### src/rtl/usb_rcv_pkg.sv
// Shared types and constants for the USB receive control slice.
package usb_rcv_pkg;

  typedef enum logic [2:0] {
    IDLE,
    SYNC_RCV,
    SYNC_CHK,
    DATA_RCV,
    STORE,
    EOP_WAIT,
    ERR_WAIT,
    EIDLE
  } rcv_state_t;

  localparam logic [7:0]  SYNC_BYTE = 8'h80;
  localparam int unsigned BIT_CNT_W = 3;

  function automatic logic is_idle(input rcv_state_t s);
    return (s == IDLE) || (s == EIDLE);
  endfunction

endpackage

### src/rtl/rcv_bit_timer.sv
// Bit-sampling timer with edge resync, plus the bit-within-byte counter.
module rcv_bit_timer
  import usb_rcv_pkg::*;
#(
  parameter int unsigned CLKS_PER_BIT = 8,
  parameter int unsigned SAMPLE_PT    = 3
) (
  input  logic                 clk,
  input  logic                 n_rst,
  input  logic                 enable,
  input  logic                 resync,
  input  logic                 clear,
  output logic                 shift_enable,
  output logic                 byte_done,
  output logic [BIT_CNT_W-1:0] bit_cnt
);

  localparam int unsigned      CNT_W      = $clog2(CLKS_PER_BIT + 1);
  localparam logic [CNT_W-1:0] CNT_ONE    = CNT_W'(1);
  localparam logic [CNT_W-1:0] CNT_MAX    = CNT_W'(CLKS_PER_BIT);
  localparam logic [CNT_W-1:0] CNT_SAMPLE = CNT_W'(SAMPLE_PT);

  logic [CNT_W-1:0] clk_cnt;
  logic [CNT_W-1:0] clk_cnt_next;

  // Resync wins over everything, so the edge that leaves idle also starts the count.
  always_comb begin
    clk_cnt_next = clk_cnt;
    if (resync)
      clk_cnt_next = CNT_ONE;
    else if (!enable)
      clk_cnt_next = '0;
    else if (clk_cnt >= CNT_MAX)
      clk_cnt_next = CNT_ONE;
    else
      clk_cnt_next = clk_cnt + CNT_ONE;
  end

  always_ff @(posedge clk or negedge n_rst) begin
    if (!n_rst) begin
      clk_cnt <= '0;
      bit_cnt <= '0;
    end else begin
      clk_cnt <= clk_cnt_next;
      if (clear)
        bit_cnt <= '0;
      else if (shift_enable)
        bit_cnt <= bit_cnt + BIT_CNT_W'(1);
    end
  end

  assign shift_enable = (clk_cnt == CNT_SAMPLE);
  assign byte_done    = shift_enable && (bit_cnt == '1);

endmodule

### src/rtl/usb_rcv_ctrl.sv
// Receive control FSM: SYNC check, byte collection, FIFO writes and EOP/error handling.
module usb_rcv_ctrl
  import usb_rcv_pkg::*;
#(
  parameter int unsigned CLKS_PER_BIT = 8,
  parameter int unsigned SAMPLE_PT    = 3
) (
  input  logic       clk,
  input  logic       n_rst,
  input  logic       d_edge,
  input  logic       eop,
  input  logic [7:0] rcv_data,
  output logic       shift_enable,
  output logic       rcving,
  output logic       w_enable,
  output logic       r_error
);

  rcv_state_t           state;
  rcv_state_t           state_next;
  logic                 eop_seen;
  logic                 in_idle;
  logic                 byte_done;
  logic [BIT_CNT_W-1:0] bit_cnt;

  assign in_idle = is_idle(state);

  rcv_bit_timer #(
    .CLKS_PER_BIT (CLKS_PER_BIT),
    .SAMPLE_PT    (SAMPLE_PT)
  ) u_timer (
    .clk          (clk),
    .n_rst        (n_rst),
    .enable       (!in_idle),
    .resync       (d_edge),
    .clear        (in_idle),
    .shift_enable (shift_enable),
    .byte_done    (byte_done),
    .bit_cnt      (bit_cnt)
  );

  always_comb begin
    state_next = state;
    case (state)
      IDLE, EIDLE:
        if (d_edge) state_next = SYNC_RCV;
      SYNC_RCV:
        if (shift_enable && eop) state_next = ERR_WAIT;
        else if (byte_done)      state_next = SYNC_CHK;
      SYNC_CHK:
        state_next = (rcv_data == SYNC_BYTE) ? DATA_RCV : ERR_WAIT;
      DATA_RCV:
        if (shift_enable && eop)
          state_next = (bit_cnt == '0) ? EOP_WAIT : ERR_WAIT;
        else if (byte_done)
          state_next = STORE;
      STORE:
        state_next = DATA_RCV;
      EOP_WAIT:
        if (d_edge) state_next = IDLE;
      ERR_WAIT:
        if (d_edge && eop_seen) state_next = EIDLE;
      default:
        state_next = IDLE;
    endcase
  end

  // An edge in ERR_WAIT only ends the packet once SE0 has been observed, so the
  // edge into SE0 itself is not mistaken for the SE0->J edge.
  always_ff @(posedge clk or negedge n_rst) begin
    if (!n_rst) begin
      state    <= IDLE;
      eop_seen <= 1'b0;
    end else begin
      state    <= state_next;
      eop_seen <= (state_next == ERR_WAIT) && (eop_seen || eop);
    end
  end

  assign rcving   = (state != IDLE) && (state != EIDLE);
  assign r_error  = (state == ERR_WAIT) || (state == EIDLE);
  assign w_enable = (state == STORE);

endmodule

### config.mk
export PLATFORM = sky130hd
export DESIGN_NAME = usb_rcv_ctrl
export DESIGN_NICKNAME = d
export VERILOG_FILES = /design/src/rtl/usb_rcv_pkg.sv /design/src/rtl/rcv_bit_timer.sv /design/src/rtl/usb_rcv_ctrl.sv
export SDC_FILE = /design/constraint.sdc
export NUM_CORES = 1
export LEC_CHECK = 0
export ABC_AREA = 1
export CELL_PAD_IN_SITES_DETAIL_PLACEMENT = 0
export CELL_PAD_IN_SITES_GLOBAL_PLACEMENT = 1
export CORE_MARGIN = 2
export CORE_UTILIZATION = 38
export DETAILED_ROUTE_END_ITERATION = 6
export PLACE_DENSITY = 0.88
export SYNTH_ARGS = -nofsm -noshare
export SYNTH_HDL_FRONTEND = slang
export SYNTH_SLANG_ARGS = --single-unit
### constraint.sdc
create_clock -name clk -period 2.3 [get_ports clk]
set_clock_uncertainty 0.05 [all_clocks]
set_input_delay 0.46 -clock clk [delete_from_list [all_inputs] [get_ports clk]]
set_output_delay 0.46 -clock clk [all_outputs]
set_load 0.05 [all_outputs]
==> impl_metrics.toml, run 1 <==
[setup_path]
path_max_fanout = 6
max_stage_delay_ns = 0.79
crit_buf_inv = 2
end_kind = "primary output"
critPathSlowestCell = "clkdlybuf4s50_1"
critPathRequiredTime_ns = 1.79
critPathKind = "reg2out"
crit_family = "buffers and inverters"
start_kind = "flip-flop"
cp.arrival_ns = 1.68
path_cells = "nand2_1, clkinv_1, clkdlybuf4s50_1"

[layout]
synthToLayoutAreaGrowth_pct = 25.6
regArea_sq_um = 275
nFillCells = 229
antennaDiodeCount = 0
instances_no_fill = 156
nNetsFinal = 147
fin_util_pct = 50.8
multi_input_area_sq_um = 439
stdcell_area_sq_um = 996
layout-drive-gt1-share_pct = 17.1

[power_and_ir_drop]
combPwrFrac_pct = 56.1
switching_share_pct = 48.9
power.switching_mw = 0.497
power_per_cell_area_nw_per_um2 = 1020
power_mw = 1.02
p_int_mw = 0.521
power_frac_clock_pct = 12.8
power.share.sequential_pct = 31.1
max-vdd-ir-drop_mv = 0.622
p_leak_nw = 0.527

[placement]
port_buffers = 15
gp_congestion = 0.785
hpwl_um = 1290
dp.cells = 152
postPlaceCellArea_sq_um = 970
place_ws_ns = 0.392

[yosys]
async_flop_share_pct = 100
syn_nets = 127
yosysWarnings = 0
synth.most_common_cell = "nand2_1"
synth_top_area_share_pct = 34.7
synth_flop_cell = "dfrtp_1"
synth-seq-cells = 11
synth_area_leaders = "dfrtp_1 (35%), nand2_1 (11%), inv_1 (8.5%), ha_1 (7.9%), nor2_1 (6.6%)"
ys_types = 21
synthCells = 110
synth_edf_count = 0
avgSynthCellArea_sq_um = 7.21
synth_common_cells = "nand2_1 (23), inv_1 (18), nor2_1 (14), dfrtp_1 (11)"
ys_seq_area_share_pct = 34.7
synth_area_leader_cell = "dfrtp_1"
synth_area_sq_um = 793

[timing]
setup_tns_ns = 0
finalHoldViolations = 0
tightest_slew_ns = 0.487
finalMaxSlewViolations = 0
fmax_mhz = 458
period_needed_ns = 2.19
max_slew_margin_pct = 67.4
finalCritPeriodShare_pct = 95.0
setup-violations-final = 0
rsz0062_at_grt = "false"
whs_ns = 0.466
fin_ws_ns = 0.114

[run]
cap_violations = 0

[clocking]
clk_pin_slew_ns = 0.07
cts_tree = "done"
cts_sinks = 11
cts_resized = 0
hold_buffers = 0
cts_buffers = 3
htree_num_levels = 1
root_buffer = "clkbuf_4"
cts_setup_buffers = 0
cts_max_path_buffers = 2
clk_latency_ns = 0.27

[floorplan]
die_h_um = 49.7
num_rows = 16
initial_core_util_pct = 40.4
die_area_sq_um = 2470
io_pins = 16
core-area_sq_um = 1960
die_x_um = 49.7

[grt]
grt-ovfl-total = 0
grt_max_degree = 12
grt_pass1_vias = 633
grt_pass1_wl_um = 2820
grt_usage_pct = 15.1
antenna_found_initial = 0

[routing]
dr_wl_met3_um = 62
firstDrtPassIters = 4
wl_per_cell_um = 10.0
highest_layer = "met4"
route.met2.wl_um = 744
m1WireLength_um = 731
viasPerCell = 4.57
drt_iter0_drc = 9
finalWirelength_um = 1570
drtAntennaViolNets = 0
drc = 0
vias = 713

[min_path]
hold_path_class = "in2async"

[run_status]
outcome = "complete, no violations"
-- cells in the final DEF, fill, tap and decap left out, types with 4 or more instances in the layout --
cell type / n
a21oi_1: 5
nor3_1: 4
nor2_1: 14
dfrtp_1: 11
inv_1: 18
nand2_1: 23
nand3_1: 5
ha_1: 5
clkdlybuf4s50_1: 12
nand3_2: 5
nor2_2: 4
-- sequential cells by signal, summed over array words and instances, names as in the netlist --
signal,flops
eop_seen,1
state,3
u_timer.bit_cnt,3
u_timer.clk_cnt,4
-- final cells by class --
class,count,area share [%]
multi-input combinational,78,44.1
sequential,11,27.6
timing repair buffer,15,14.3
inverter,21,7.91
tap,27,3.39
clock buffer,4,2.64
-- path summary, 6_finish.rpt --
kind | to | depth (start not counted) | slack [ns] | from
max in group asynchronous | state[1] | 1 | 1.40 | n_rst
max | r_error | 3 | 0.11 | state[1]
min | u_timer.clk_cnt[2] | 1 | 0.47 | n_rst
min reg2reg | u_timer.clk_cnt[3] | 2 | 0.49 | u_timer.clk_cnt[1]
min in group clk | u_timer.clk_cnt[3] | 2 | 0.49 | u_timer.clk_cnt[1]
max reg2reg | eop_seen | 8 | 0.76 | u_timer.bit_cnt[0]
-- routing by layer --
layer	GRT usage (%)	vias up
li1	-	380
met1	19.5	312
met2	23.8	17
met3	3.33	4
met4	6.94	0
met5	0	-
-- power by group through the flow --
stage               combinational (mW)  clock, mW  sequential (mW)
floorplan                        0.441          0            0.306
global placement                 0.571          0            0.318
detailed placement               0.573          0            0.320
CTS                              0.579      0.137            0.316
global route                     0.639      0.147            0.328
finish                           0.571      0.131            0.316
-- cell families (layout without fill, tap and decap cells) --
logic type	Yosys count	after routing	share of synthesized area, %
and+or+nand+nor	61	61	38.5
buffers and inverters	21	40	9.94
AOI/OAI and AO/OA	11	11	7.89
DFF	11	11	34.7
adders and majority gates	5	5	7.89
xor gates and xnor gates	1	1	1.10
Power figures use the tool's default switching activity.
==> inputs of run 2 (changes only) <==
--- a/config.mk
+++ b/config.mk
@@ -8,7 +8,6 @@
 export ABC_AREA = 1
 export CELL_PAD_IN_SITES_DETAIL_PLACEMENT = 0
 export CELL_PAD_IN_SITES_GLOBAL_PLACEMENT = 1
-export CORE_MARGIN = 2
 export CORE_UTILIZATION = 38
 export DETAILED_ROUTE_END_ITERATION = 6
 export PLACE_DENSITY = 0.88
==> constraint.sdc (replaced) <==
create_clock -name clk -period 2.3 [get_ports clk]
set_clock_uncertainty 0.05 [all_clocks]
set_input_delay 0.345 -clock clk [delete_from_list [all_inputs] [get_ports clk]]
set_output_delay 0.345 -clock clk [all_outputs]
set_load 0.05 [all_outputs]
==> impl_metrics.toml, run 2 (synthesis results as in run 1) <==
[setup_path]
critPathRequiredTime_ns = 1.90
path_cells = "nor2_1, nand2_1, inv_1, clkdlybuf4s50_1"
critPathKind = "reg2out"
cp.arrival_ns = 1.80
path_max_fanout = 6
reg2regPathDepth = 8
critical_path_depth = 4
crit_buf_inv = 2
critPathSlowestCell = "clkdlybuf4s50_1"
max_stage_delay_ns = 0.79
crit_family = "buffers and inverters"
start_kind = "flip-flop"
end_kind = "primary output"

[grt]
grt-ovfl-total = 0
grt_max_degree = 12
grt_usage_pct = 17.4
grt_pass1_wl_um = 2680
grt_pass1_vias = 666
antenna_found_initial = 0

[layout]
stdcell_area_sq_um = 998
fin_util_pct = 50.9
antennaDiodeCount = 0
nNetsFinal = 147
layout_common_cells = "nand2_1 (23), inv_1 (18), nor2_1 (14), clkdlybuf4s50_1 (13), dfrtp_1 (11)"
reg.largest.list = "u_timer.clk_cnt x4, state x3, u_timer.bit_cnt x3"
instances_no_fill = 156
layout-drive-gt1-share_pct = 16.3
largest_register_ff_count = 4
largest-register = "u_timer.clk_cnt"
synthToLayoutAreaGrowth_pct = 25.9
layout_commonest_cell = "nand2_1"

[placement]
place_ws_ns = 0.401
dp.cells = 152
port_buffers = 15
hpwl_um = 1350
gp_congestion = 0.824
postPlaceCellArea_sq_um = 972

[clocking]
cts_buffers = 3
cts_setup_buffers = 0
hold_buffers = 0
cts_tree = "done"
clk_pin_slew_ns = 0.08
root_buffer = "clkbuf_4"
cts_resized = 0
cts_sinks = 11
htree_num_levels = 1
cts_max_path_buffers = 2
clk_latency_ns = 0.28

[routing]
viasPerCell = 4.65
drt_iter0_drc = 8
vias = 725
wl_per_cell_um = 11.0
drc = 0
finalWirelength_um = 1710
drtAntennaViolNets = 0
firstDrtPassIters = 4

[timing]
finalHoldViolations = 0
setup-violations-final = 0
period_needed_ns = 2.20
finalMaxSlewViolations = 0
fmax_mhz = 455
whs_ns = 0.344
finalCritPeriodShare_pct = 95.6
fin_ws_ns = 0.102
tightest_slew_ns = 0.503
rsz0062_at_grt = "false"
max_slew_margin_pct = 66.4
setup_tns_ns = 0

[run]
cap_violations = 0

[floorplan]
die_area_sq_um = 2270
initial_core_util_pct = 40.4
io_pins = 16
core-area_sq_um = 1960
num_rows = 16
die_x_um = 47.7
die_h_um = 47.7

[power_and_ir_drop]
p_leak_nw = 0.526
power_mw = 1.04
max-vdd-ir-drop_mv = 0.732
power_per_cell_area_nw_per_um2 = 1040

[run_status]
outcome = "complete, no violations"

[min_path]
hold_path_class = "in2async"
[run 2: changes by cell type in the layout (fill, tap and decap cells not counted)]
cell             before  now
buf_4                 3    2
clkdlybuf4s50_1      12   13
[run 2: where the power goes]
part	total, mW	leakage [nW]	switching, mW	internal [mW]
Combinational	0.579	0.368	0.376	0.203
Sequential	0.316	0.143	0.0633	0.253
Clock	0.140	0.0150	0.0728	0.0673
[run 2: area by class of cell]
class	count	area, sq um
Clock buffer	4	26.3
Fill cell	213	963
Inverter	21	78.8
Multi-Input combinational cell	78	439
Sequential cell	11	275
Tap cell	27	33.8
Timing Repair Buffer	15	145
[run 2: final timing paths]
kind	from	end	slack, ns
max in group asynchronous	n_rst	u_timer.clk_cnt[2]	1.51
hold reg to reg	u_timer.clk_cnt[1]	u_timer.clk_cnt[3]	0.50
hold / removal	n_rst	state[1]	0.34
min in group clk	u_timer.clk_cnt[1]	u_timer.clk_cnt[3]	0.50
setup / recovery	state[0]	w_enable	0.10
setup reg to reg	u_timer.bit_cnt[0]	eop_seen	0.77
[run 2: routing by layer]
metal | vias to the layer above | track usage [%] | share of wire, %
li1 | 379 | - | -
met1 | 327 | 21.3 | 48
met2 | 15 | 30.0 | 48
met3 | 4 | 2.26 | 3.2
met4 | 0 | 8.33 | 1.3
met5 | - | 0 | 0
